File: src/rtl/barrel_scaler_pipe.sv
`default_nettype none
// ============================================================================
// Module      : barrel_scaler_pipe
// Description : Pipelined power-of-two scaler for two's-complement samples.
//               Each accepted sample is multiplied by 2^n (left shift) or
//               divided by 2^n (arithmetic right shift). SHW register stages,
//               stage k applies a shift of 2^k when bit k of n is set.
//               Throughput one sample per cycle; a single global advance
//               enable freezes the whole pipe while the output is stalled.
// Ports       : clk, rst            rising-edge clock, async active-high reset
//               in_valid / in_ready input handshake (in_ready = advance)
//               x, shift_n, mode    sample, shift amount, operating mode
//                                   (00 left-wrap, 01 left-sat,
//                                    10 right-floor, 11 right-round)
//               out_valid/out_ready output handshake
//               y, overflow         scaled result, left-shift overflow flag
// Revision    : 1.0  initial release
// ============================================================================
module barrel_scaler_pipe #(
    parameter int WIDTH = 8,
    parameter int SHW   = 4
) (
    input  logic             clk,
    input  logic             rst,
    input  logic             in_valid,
    output logic             in_ready,
    input  logic [WIDTH-1:0] x,
    input  logic [SHW-1:0]   shift_n,
    input  logic [1:0]       mode,
    output logic             out_valid,
    input  logic             out_ready,
    output logic [WIDTH-1:0] y,
    output logic             overflow
);

    // All stages move together; nothing moves while the output is held.
    logic adv;
    assign adv      = !out_valid || out_ready;
    assign in_ready = adv;

    for (genvar k = 0; k < SHW; k++) begin : g_stage
        localparam int S    = 1 << k;
        // Bits that must agree for a left shift by S to be lossless.
        localparam int TOPW = (S + 1 > WIDTH) ? WIDTH : S + 1;
        // Bit that falls just below the binary point on a right shift by S;
        // beyond the word it is a copy of the sign.
        localparam int RB   = (S > WIDTH) ? WIDTH - 1 : S - 1;
        localparam bit LAST = (k == SHW - 1);

        // Stage inputs. The shift amount shrinks by one bit per stage: each
        // stage consumes its own bit and forwards the rest.
        logic [WIDTH-1:0] a_val;
        logic             a_vld;
        logic [1:0]       a_mode;
        logic [SHW-k-1:0] a_n;
        logic             a_sign;
        logic             a_ovf;
        logic             a_rnd;

        logic [WIDTH-1:0] val_d, val_q;
        logic             ovf_d, ovf_q;
        logic             rnd_d;
        logic             vld_q;
        logic [TOPW-1:0]  w_top;

        if (k == 0) begin : g_src
            assign a_val  = x;
            assign a_vld  = in_valid;
            assign a_mode = mode;
            assign a_n    = shift_n;
            assign a_sign = x[WIDTH-1];
            assign a_ovf  = 1'b0;
            assign a_rnd  = 1'b0;
        end else begin : g_chain
            assign a_val  = g_stage[k-1].val_q;
            assign a_vld  = g_stage[k-1].vld_q;
            assign a_mode = g_stage[k-1].g_meta.mode_q;
            assign a_n    = g_stage[k-1].g_meta.n_q;
            assign a_sign = g_stage[k-1].g_meta.sign_q;
            assign a_ovf  = g_stage[k-1].ovf_q;
            assign a_rnd  = g_stage[k-1].g_meta.rnd_q;
        end

        assign w_top = a_val[WIDTH-1 -: TOPW];

        always_comb begin
            val_d = a_val;
            ovf_d = a_ovf;
            rnd_d = a_rnd;
            if (a_n[0]) begin
                if (!a_mode[1]) begin
                    if (S >= WIDTH) begin
                        // Every bit leaves the word: any nonzero value is lost.
                        val_d = '0;
                        ovf_d = a_ovf | (a_val != '0);
                    end else begin
                        val_d = a_val << S;
                        ovf_d = a_ovf | !((&w_top) | ~(|w_top));
                    end
                end else begin
                    val_d = $signed(a_val) >>> S;
                    rnd_d = a_val[RB];
                end
            end
            if (LAST) begin
                if (a_mode == 2'b01 && ovf_d) begin
                    val_d = a_sign ? {1'b1, {(WIDTH-1){1'b0}}}
                                   : {1'b0, {(WIDTH-1){1'b1}}};
                end else if (a_mode == 2'b11) begin
                    // Floor result plus the last bit shifted out gives
                    // round-half-up; the floor magnitude leaves headroom.
                    val_d = val_d + {{(WIDTH-1){1'b0}}, rnd_d};
                end
            end
        end

        always_ff @(posedge clk or posedge rst) begin
            if (rst) begin
                val_q <= '0;
                ovf_q <= 1'b0;
                vld_q <= 1'b0;
            end else if (adv) begin
                val_q <= val_d;
                ovf_q <= ovf_d;
                vld_q <= a_vld;
            end
        end

        // Side-band fields are only needed by later stages.
        if (!LAST) begin : g_meta
            logic [1:0]       mode_q;
            logic [SHW-k-2:0] n_q;
            logic             sign_q;
            logic             rnd_q;

            always_ff @(posedge clk or posedge rst) begin
                if (rst) begin
                    mode_q <= '0;
                    n_q    <= '0;
                    sign_q <= 1'b0;
                    rnd_q  <= 1'b0;
                end else if (adv) begin
                    mode_q <= a_mode;
                    n_q    <= a_n[SHW-k-1:1];
                    sign_q <= a_sign;
                    rnd_q  <= rnd_d;
                end
            end
        end
    end

    assign out_valid = g_stage[SHW-1].vld_q;
    assign y         = g_stage[SHW-1].val_q;
    assign overflow  = g_stage[SHW-1].ovf_q;

endmodule
`default_nettype wire

File: config.mk
export PLATFORM = sky130hd
export DESIGN_NAME = barrel_scaler_pipe
export DESIGN_NICKNAME = d
export VERILOG_FILES = /design/src/rtl/barrel_scaler_pipe.sv
export SDC_FILE = /design/constraint.sdc
export NUM_CORES = 1
export LEC_CHECK = 0
export ABC_AREA = 1
export BUFFER_PORTS_ARGS = -buffer_cell sky130_fd_sc_hd__buf_2
export CORE_AREA = 2 2 132 70
export DETAILED_ROUTE_END_ITERATION = 12
export DIE_AREA = 0 0 134 72
export GPL_TIMING_DRIVEN = 0
export PLACE_DENSITY = 0.55
export SLEW_MARGIN = 20
export SYNTH_ARGS = -nofsm -noshare
export SYNTH_HDL_FRONTEND = slang
export SYNTH_SLANG_ARGS = --single-unit
File: constraint.sdc
create_clock -name clk -period 2.4 [get_ports clk]
set_clock_uncertainty 0.15 [all_clocks]
set_input_delay 0.12 -clock clk [delete_from_list [all_inputs] [get_ports clk]]
set_output_delay 0.12 -clock clk [all_outputs]
set_load 0.01 [all_outputs]
==> flow_summary_export.csv <==
group,metric,value,unit
run_status,status,"finished, final reports clean",
timing,setup_ws,0.181,ns
cts,h-tree-depth,3,
synthesis,ys_seq_elements,58,
synthesis,yosysWarnings,0,
synthesis,synthTopCellsByArea,"dfrtp_1, nand2_1, o21ai_0",
critical_path,crit_type,"register to register",
timing,max_slew_margin,59.0,%
hold_path,min_path_type,"input port to register",
synthesis,synth_cell_type_count,36,
timing,rsz0062_at_grt,"false",
grt,gr-total-overflow,0,
drt,ant_nets,0,
grt,grt_max_degree,37,
final_layout,final_common_cell,"nand2_1",
floorplanning,start_util,34.2,%
placement,place_inst,495,
drt,drc,0,
drt,dr.pass1.iters,4,
critical_path,ff2ff_setup_slack,0.18,ns
drt,post_drt_wl_per_cell,15.3,um
cts,numCtsBuffers,9,
synthesis,synth_area,2890,um^2
synthesis,syn_area_per_cell,8.28,um^2
floorplanning,std_cell_rows,24,
grt,antenna_found_initial,0,
cts,clockBufferDepth,2,
synthesis,synth-seq-area-share,50.2,%
final_layout,area_growth,26.2,%
drt,wl,8.04,mm
final_layout,antenna_cells,0,
timing,hold_viol,0,
job,maxCapViolations,0,
critical_path,r2r-end,"g_stage[0].val_q[0]$_DFFE_PP0P_",
critical_path,reg2reg_depth,6,
floorplanning,die_w,134,um
cts,insertion_delay,0.33,ns
critical_path,path_buf_inv,4,
cts,cts_tree,"yes",
synthesis,synth_top_cell_area_share,50.2,%
critical_path,worstPathArrival,2.28,ns
critical_path,cp.depth,6,
critical_path,cp-startpoint,"out_valid$_DFFE_PP0P_",
synthesis,post-synth-top-area-cell,"dfrtp_1",
critical_path,r2r_start,"out_valid$_DFFE_PP0P_",
timing,worst_slew_pin_slew,0.615,ns
power_and_ir_drop,total_power,0.00477,W
final_layout,drive_above_1_share,17.6,%
power_and_ir_drop,power_leakage,1.74,nW
grt,grt_pass1_vias,2536,
synthesis,syn-num-nets,369,
final_layout,fin_cells,527,
critical_path,end_kind,"register",
critical_path,critPathLaunchType,"register",
final_layout,fin_nets,426,
critical_path,crit_required,2.47,ns
drt,num_vias,2599,
floorplanning,chipHeight,72,um
timing,post-route-min-period,2.22,ns
grt,track_usage,18.6,%
floorplanning,die_area,9650,um^2
placement,gp_congestion,0.881,
power_and_ir_drop,cellPowerDensity,1310,nW/um^2
critical_path,crit_family,"buffers and inverters",
critical_path,critical_path.max_stage_delay,0.58,ns
critical_path,path_cells,"inv_1, nor2_4, inv_2, clkbuf_1, o221ai_1, dlygate4sd3_1",
timing,report.final.slew_viol_count,0,
power_and_ir_drop,peakVddDrop,450,uV
floorplanning,core,8440,um^2
critical_path,crit_slowest_cell,"dlygate4sd3_1",
synthesis,synthCells,349,
drt,vias_per_cell,4.93,
grt,grt_first_pass_wirelength,13.3,mm
cts,cts_root_buf,"clkbuf_16",
critical_path,cp-endpoint,"g_stage[0].val_q[0]$_DFFE_PP0P_",
timing,max_clock_freq,451,MHz
timing,min_period_over_period,92.5,%
critical_path,critPathMaxFanout,10,
floorplanning,ioPinCount,29,
timing,setup_violations,0,
drt,first_iter_violations,178,
cts,clock_sinks,58,
hold_path,min-delay-start,"x[3]",
cts,clk_pin_slew,0.05,ns
cts,post-cts-setup-buffer-count,0,
final_layout,final_cell_mix,"nand2_1, dfrtp_1, inv_1",
placement,pre_cts_slack,0.238,ns
final_layout,post-route-util,43.2,%
placement,hpwlAfterDp,5.87,mm
placement,port_buffers,28,
synth_stat cells (all sizes together):
| cell | n |
|---|---|
| a211oi | 3 |
| a2bb2oi | 2 |
| o221ai | 4 |
| nand4 | 3 |
| xor2 | 2 |
| clkbuf | 9 |
| o21ai | 40 |
| a31oi | 6 |
| nand3 | 16 |
| dfrtp | 58 |
| o21bai | 2 |
| o22ai | 8 |
| a221oi | 4 |
| nor2 | 39 |
| nand2 | 73 |
| a22oi | 1 |
| xnor2 | 1 |
| inv | 48 |
| o211ai | 1 |
| o31ai | 1 |
| ha | 2 |
| or2 | 1 |
| o22a | 2 |
| a21oi | 17 |
| buf | 2 |
| mux2 | 2 |
| nor3 | 2 |
flip-flops by register name, indices dropped and copies added, names as in the netlist:
signal / flops
g_stage.vld_q: 3
y: 8
g_stage.g_meta.rnd_q: 3
overflow: 1
g_stage.g_meta.sign_q: 3
out_valid: 1
g_stage.ovf_q: 3
g_stage.g_meta.n_q: 6
g_stage.val_q: 24
g_stage.g_meta.mode_q: 6
worst register-to-register path, cell delays in order, from the launching register on:
cell and delay (ns):
dfrtp_1 0.37, inv_1 0.09, nor2_4 0.07, inv_2 0.16, clkbuf_1 0.51, o221ai_1 0.18
dlygate4sd3_1 0.58
logic make-up (layout without fill, tap and decap cells):
logic type      after synthesis  in the layout  synth area share [%]
fa+ha+maj                     2              2                 0.866
flops                        58             58                  50.2
mux                           2              2                 0.780
simple gates                134            134                  20.4
buf+inv                      59            120                  7.75
compound gates               91             91                  19.0
xor+xnor                      3              3                 0.910
layout make-up:
cell class                 instances  area [um^2]
fill                             868         4790
sequential                        58         1450
multi-input combinational        232         1220
timing repair buffer              46          330
clock buffer                      12          256
inverter                          48          183
tap                              117          146
buffer                            11         43.8
clock inverter                     3         15.0
stage by stage:
| stage | hold slack, ns | instance area [um^2] | setup TNS, ns |
|---|---|---|---|
| floorplan | 0.0796 | 2890 | 0 |
| finish | 0.0386 | 3650 | 0 |
| global route | 0.0600 | 3650 | 0 |
| detailed placement | -0.0367 | 3200 | 0 |
| global placement | 0.181 | 3180 | -11.68 |
| CTS | 0.0342 | 3640 | 0 |
power by group:
| group | leakage (nW) | switching [W] | internal [W] |
|---|---|---|---|
| sequential | 0.696 | 0.000305 | 0.00141 |
| clock | 0.138 | 0.000445 | 0.000742 |
| combinational | 0.902 | 0.00120 | 0.000666 |
worst min path at each step:
stage	slack (ns)	depth (start not counted)	endpoint
3_3_place_gp	0.18	3	g_stage[0].g_meta.mode_q[0]$_DFFE_PP0P_
2_1_floorplan	0.08	2	g_stage[0].g_meta.mode_q[1]$_DFFE_PP0P_
4_1_cts	0.03	5	g_stage[0].val_q[3]$_DFFE_PP0P_
5_1_grt	0.06	3	g_stage[0].val_q[5]$_DFFE_PP0P_
6_report	0.04	5	g_stage[0].val_q[3]$_DFFE_PP0P_
3_5_place_dp	-0.04	2	y[2]$_DFFE_PP0P_
per-layer routing:
| layer | track usage (%) | vias to the layer above | share of wire (%) |
|---|---|---|---|
| met2 | 23.0 | 75 | 35 |
| met3 | 7.83 | 10 | 9.4 |
| met5 | 0 | - | 0 |
| li1 | - | 1278 | - |
| met4 | 5.56 | 0 | 1.3 |
| met1 | 28.5 | 1236 | 54 |
what timing repair did:
action | CTS | global route
hold buffers | 17 | 0
endpoints found under the setup margin | 0 | 2
hold endpoints to repair | 73 | 0
gates resized for setup | 0 | 2
No activity file was read; power rests on OpenSTA's default activity.
